<file path="config.mk">
export PLATFORM = sky130hd
export DESIGN_NAME = mux_3to1
export DESIGN_NICKNAME = d
export VERILOG_FILES = /design/src/rtl/mux_3to1.sv
export SDC_FILE = /design/constraint.sdc
export NUM_CORES = 1
export LEC_CHECK = 0
export CORE_AREA = 4 4 41 43
export CTS_CLUSTER_SIZE = 28
export DETAILED_ROUTE_END_ITERATION = 10
export DIE_AREA = 0 0 45 47
export PLACE_DENSITY = 0.37
export SKIP_LAST_GASP = 1
export SLEW_MARGIN = 20
export SYNTH_ARGS = -nofsm -noshare
export SYNTH_HDL_FRONTEND = slang
export SYNTH_SLANG_ARGS = --single-unit
export TNS_END_PERCENT = 1
</file>
<file path="constraint.sdc">
create_clock -name clk -period 0.9 [get_ports clk]
set_input_delay 0.18 -clock clk [delete_from_list [all_inputs] [get_ports clk]]
set_output_delay 0.18 -clock clk [all_outputs]
set_load 0.005 [all_outputs]
</file>
<file path="src/rtl/mux_3to1.sv">
// Three-way data selector with a zero-latency combinational output and a
// one-stage registered copy carrying valid and illegal-select flags.
module mux_3to1 #(
  parameter int               WIDTH       = 1,
  parameter logic [WIDTH-1:0] ILLEGAL_VAL = '0
) (
  input  logic             clk,
  input  logic             rst_n,
  input  logic [WIDTH-1:0] a,
  input  logic [WIDTH-1:0] b,
  input  logic [WIDTH-1:0] c,
  input  logic [1:0]       s,
  input  logic             in_valid,
  output logic [WIDTH-1:0] o,
  output logic [WIDTH-1:0] o_q,
  output logic             o_valid,
  output logic             sel_err,
  output logic             sel_err_sticky
);

  logic [WIDTH-1:0] w_sel;
  logic             w_illegal;

  logic [WIDTH-1:0] r_o_q;
  logic             r_o_valid;
  logic             r_sel_err;
  logic             r_sel_err_sticky;

  // Default arm makes an unknown select propagate X in simulation and keeps
  // synthesis from inferring a latch.
  always_comb begin
    w_sel = 'x;
    case (s)
      2'b00:   w_sel = a;
      2'b01:   w_sel = b;
      2'b10:   w_sel = c;
      2'b11:   w_sel = ILLEGAL_VAL;
      default: w_sel = 'x;
    endcase
  end

  assign w_illegal = (s == 2'b11);
  assign o         = w_sel;

  // Valid-only interface: in_valid qualifies a/b/c/s on a rising edge and
  // is always accepted (no ready/backpressure); o_valid marks o_q as holding
  // the value captured on the previous edge.
  always_ff @(posedge clk or negedge rst_n) begin
    if (!rst_n) begin
      r_o_q            <= '0;
      r_o_valid        <= 1'b0;
      r_sel_err        <= 1'b0;
      r_sel_err_sticky <= 1'b0;
    end else if (in_valid) begin
      r_o_q            <= w_sel;
      r_o_valid        <= 1'b1;
      r_sel_err        <= w_illegal;
      r_sel_err_sticky <= r_sel_err_sticky | w_illegal;
    end else begin
      r_o_valid        <= 1'b0;
      r_sel_err        <= 1'b0;
    end
  end

  assign o_q            = r_o_q;
  assign o_valid        = r_o_valid;
  assign sel_err        = r_sel_err;
  assign sel_err_sticky = r_sel_err_sticky;

endmodule

</file>
==> results of run 1 <==
-- power by group through the flow --
stage	Combinational [µW]	Clock, µW	Sequential (µW)
global placement	97.1	0	198
finish	80.8	218	195
detailed placement	97.2	0	198
floorplan	20.6	0	198
global route	89.1	237	196
CTS	81.8	229	195
-- cells by family after synthesis --
family,after synthesis,share of synthesized area [%]
DFF,4,64.5
and+or+nand+nor,3,13.7
muxes,2,16.1
AOI/OAI and AO/OA,1,5.65
-- flip-flops by register name, indices dropped and copies added (netlist names) --
register and cells:
sel_err_sticky 1, sel_err 1, o_q 1, o_valid 1
-- stage by stage --
stage	cells	setup TNS, ns	setup WS, ns	util, %	hold slack (ns)
2_1_floorplan	10	0	0.0870	-	-0.116
3_3_place_gp	39	-2.02	-0.710	23.8	0.394
3_5_place_dp	39	-2.10	-0.719	23.8	0.396
4_1_cts	43	-0.246	-0.0669	23.6	0.147
5_1_grt	43	-0.212	-0.0720	23.6	0.160
6_report	43	-0.108	-0.0496	23.6	0.147
-- synthesized netlist by cell type (all sizes together) --
master / n
and3: 1
dfrtp: 4
mux2: 1
mux2i: 1
nand3b: 1
o21ai: 1
or2: 1
-- routing by layer --
| layer | part of all wire (%) | GRT usage (%) | up-vias |
|---|---|---|---|
| li1 | - | - | 71 |
| met1 | 42 | 4.38 | 65 |
| met2 | 38 | 5.37 | 13 |
| met3 | 18 | 2.68 | 2 |
| met4 | 1.9 | 7.02 | 0 |
| met5 | 0 | 0 | - |
-- how the worst max path moves through the flow --
| stage | start | endpoint | slack, ns | cells past startpoint |
|---|---|---|---|---|
| after floorplan | s[0] | o_q | 0.09 | 3 |
| after CTS | o_valid | o_valid | -0.07 | 1 |
| after detailed placement | s[0] | o | -0.72 | 4 |
| after global placement | s[0] | o | -0.71 | 4 |
| final | in_valid | o_q | -0.05 | 3 |
| after global routing | a | o_q | -0.07 | 6 |
-- area by class of cell --
type / instances / area [µm²] / area share, %
timing repair buffer: 15 / 106 / 34.7
sequential: 4 / 100 / 32.7
multi-input combinational: 6 / 58.8 / 19.2
clock buffer: 3 / 22.5 / 7.35
tap: 15 / 18.8 / 6.12
-- repair_timing --
action,CTS,global route
hold buffers,0,0
endpoints found under the setup margin,7,6
pin swaps,2,2
resized for setup,29,3
setup buffers,1,0
gates cloned,0,0
==> impl_metrics.ini, run 1 <==
[run_status]
outcome = finished with violations
violations = setup timing

[worst_setup_path]
required_ns = 1.01
crit_path_end_kind = flop
cp_max_fo = 2
r2r_slack_ns = 0.12
cp_data_arrival_time_ns = 1.06
critPathKind = primary input to flop
r2r_cells = 1
path_cells = clkdlybuf4s50_1 > buf_4 > mux2_4
cpMaxStageDelayCell = clkdlybuf4s50_1
cpLargestDelayFamily = buffers and inverters
start_kind = primary input
path_buf_inv = 2
max_stage_delay_ns = 0.48
reg2reg_from = sel_err_sticky
r2r_end = sel_err_sticky

[power]
finalPower_uw = 493
power_density_nw_per_um2 = 1610
p_switching_uw = 99.3
clkPwrFrac_pct = 44.1
swShare_pct = 20.1
max-vdd-ir-drop_mv = 0.411
p_int_uw = 394
p_comb_share_pct = 16.4
seqPwrFrac_pct = 39.5
p_leak_uw = 0.000149

[synthesis]
synth_nets = 18
yosys_warnings = 0
ys_top_cells_by_area = dfrtp_1, mux2_4, mux2i_1
ys_ff_latch = 4
synthCells = 10
syn_area_um2 = 155
postSynthAreaPerCell_um2 = 15.5
synth_top_area_share_pct = 64.5
synth.distinct_cells = 7
synth_area_leader_cell = dfrtp_1
ys_seq_area_share_pct = 64.5

[detailed_routing]
viasPerCell = 3.51
drc_errors = 0
drtAntennaViolNets = 0
drt_iter0_markers = 0
postRouteWirelength_um = 375
wl_per_cell_um = 8.72
vias = 151
firstDrtPassIters = 1

[sta]
tightest_slew_ns = 0.161
relSlewSlack_pct = 88.9
finalCritPeriodShare_pct = 106
finalSetupViolations = 4
min_period_ns = 0.950
drv_slew = 0
worst_slack_ns = -0.0496
fmaxAchievable_mhz = 1050
finalHoldViolCount = 0
fin_skew_ns = 0
rsz0062_at_grt = true

[grt]
grt-ovfl-total = 0
grt_first_pass_wirelength_um = 579
grt_pass1_vias = 161
grt_max_degree = 5
grt_antenna_before_repair = 0
grt_util_all_layers_pct = 4.52

[floorplanning]
core_um2 = 1300
die_area_um2 = 2120
row_count = 13
pin_count = 13
die_x_um = 45
die_y_um = 47
start_util_pct = 11.9

[final_layout]
most-common-layout-cells = buf_2, dfrtp_1, clkbuf_4, buf_4
layout-drive-gt1-share_pct = 60.7
syn2layout_area_growth_pct = 97.6
final_nets = 38
layout_commonest_cell = buf_2
n_antenna_cell = 0
fillCellCount = 157
final_area_um2 = 307

[clocking]
root_buffer = clkbuf_4
cts_buffers = 3
clockBufferDepth = 2
clk_latency_ns = 0.23
cts_tree = built
ctsHtreeMaxLevel = 1
clk_pin_slew_ns = 0.04
cts_sinks = 4

[place]
io_buffers = 12
gp_congestion = 0.655
placed_area_um2 = 309

[job]
cap_viol_max_count = 0

[worst_hold_path]
hold_path_class = primary input to async pin
Power figures use the tool's default switching activity.
==> run 2: changes to the inputs <==
- CORE_AREA: 4 4 41 43 -> 2 2 39 41
- DIE_AREA: 0 0 45 47 -> 0 0 41 43
==> run 2 against run 1 <==
  * The flow still finishes with violations (setup timing)
  * Clock skew unchanged
  * Combinational power decreased by 2%
  * Die area decreased by 17%
  * Sequential share of layout area increased by 0.27 points
  * Non-clock buffer count decreased by 1
  * Core utilization decreased by 1.6 points
  * Design area decreased by 0.82%
  * Worst setup slack got worse by 0.0023 ns
  * Cell count unchanged
  * Clock power about the same
  * Clock-buffer cell count unchanged
  * Total power decreased by 0.85%
  * Critical path type is now flop to output port
==> impl_metrics.ini, run 2 (same netlist as run 1, synthesis figures left out) <==
[clocking]
cts_buffers = 3
root_buffer = clkbuf_4
cts_sinks = 4
clk_latency_ns = 0.23
clk_pin_slew_ns = 0.04
ctsHtreeMaxLevel = 1
cts_tree = built
cts_hold_buf = 0
clockBufferDepth = 2

[worst_setup_path]
path_cells = clkdlybuf4s15_1
crit_path_end_kind = output port
cpLargestDelayFamily = flip-flops
critPathKind = flop to output port
max_stage_delay_ns = 0.35
cpMaxStageDelayCell = dfrtp_1
cp_max_fo = 1
start_kind = flop
cp_data_arrival_time_ns = 0.77
required_ns = 0.72
path_buf_inv = 1

[sta]
holdWs_ns = 0.148
drv_slew = 0
rsz0062_at_grt = true
min_period_ns = 0.952
finalHoldViolCount = 0
worst_slack_ns = -0.0519
relSlewSlack_pct = 88.8
tightest_slew_ns = 0.163
fin_skew_ns = 0
finalSetupViolations = 2
fmaxAchievable_mhz = 1050
finalCritPeriodShare_pct = 106
tns_ns = -0.0649

[place]
gp_congestion = 0.564
placed_area_um2 = 310
io_buffers = 12
dp_slack_ns = -0.724

[final_layout]
final_nets = 37
syn2layout_area_growth_pct = 96.0
most-common-layout-cells = dfrtp_1, clkbuf_4, clkdlybuf4s15_1, dlygate4sd2_1, clkbuf_2
layout_commonest_cell = dfrtp_1
final_area_um2 = 304
n_antenna_cell = 0
layout-drive-gt1-share_pct = 51.9

[floorplanning]
die_x_um = 41
die_area_um2 = 1760
pin_count = 13
row_count = 14
core_um2 = 1380
die_y_um = 43
start_util_pct = 11.2

[job]
cap_viol_max_count = 0

[detailed_routing]
viasPerCell = 3.44
firstDrtPassIters = 1
drc_errors = 0
drt_iter0_markers = 0
drtAntennaViolNets = 0
postRouteWirelength_um = 368
wl_per_cell_um = 8.56
vias = 148

[run_status]
outcome = finished with violations
violations = setup timing

[grt]
grt_max_degree = 5
grt_pass1_vias = 172
grt_first_pass_wirelength_um = 621
grt_util_all_layers_pct = 5.82
grt_antenna_before_repair = 0
grt-ovfl-total = 0

[power]
finalPower_uw = 489
max-vdd-ir-drop_mv = 0.252
p_leak_uw = 0.000149
power_density_nw_per_um2 = 1610

[worst_hold_path]
hold_path_class = primary input to async pin
## run 2: changes by cell type in the layout (fill, tap and decap cells not counted), sizes merged
cell / change
buf: -5
clkbuf: +2
dlygate4sd2: +2
clkdlybuf4s15: +1
clkdlybuf4s50: -1
## run 2: final timing paths
path / start / end / slack [ns] / cells past startpoint
max in group asynchronous: rst_n / sel_err / 0.59 / 1
min in group clk: in_valid / o_valid / 0.25 / 1
min: rst_n / o_valid / 0.15 / 1
min reg2reg: sel_err_sticky / sel_err_sticky / 0.47 / 1
max reg2reg: o_q / o_q / 0.04 / 2
max: o_valid / o_valid / -0.05 / 1
## run 2: report_power, final
part           internal, µW  total (µW)  leakage, µW  switching, µW
Sequential              191         194    0.0000463           3.67
Clock                   149         215    0.0000138           66.6
Combinational          53.2        79.3    0.0000891           26.2
## run 2: cell type report
type	count	area [µm²]
Clock buffer	3	22.5
Sequential cell	4	100
Timing Repair Buffer	14	106
Fill cell	155	1080
Tap cell	16	20.0
Multi-Input combinational cell	6	55.1
## run 2: repair_timing
| action | in CTS | in global routing |
|---|---|---|
| endpoints found under the hold margin | 0 | 0 |
| pin swaps | 1 | 1 |
| setup endpoints to repair | 7 | 6 |
| setup buffers | 1 | 0 |
| resized for setup | 21 | 5 |
## run 2: per-layer routing
metal | share of wire, % | up-vias | global-route usage, %
met1 | 35 | 64 | 5.79
li1 | - | 71 | -
met5 | 0 | - | 0
met2 | 41 | 13 | 7.50
met3 | 24 | 0 | 2.09
met4 | 0 | 0 | 8.00
## run 2: metrics by stage
step,std cells,utilization (%)
final,43,22.0
after global routing,43,22.0
after CTS,43,22.9
after detailed placement,40,22.4
after global placement,40,22.4
after floorplan,10,-
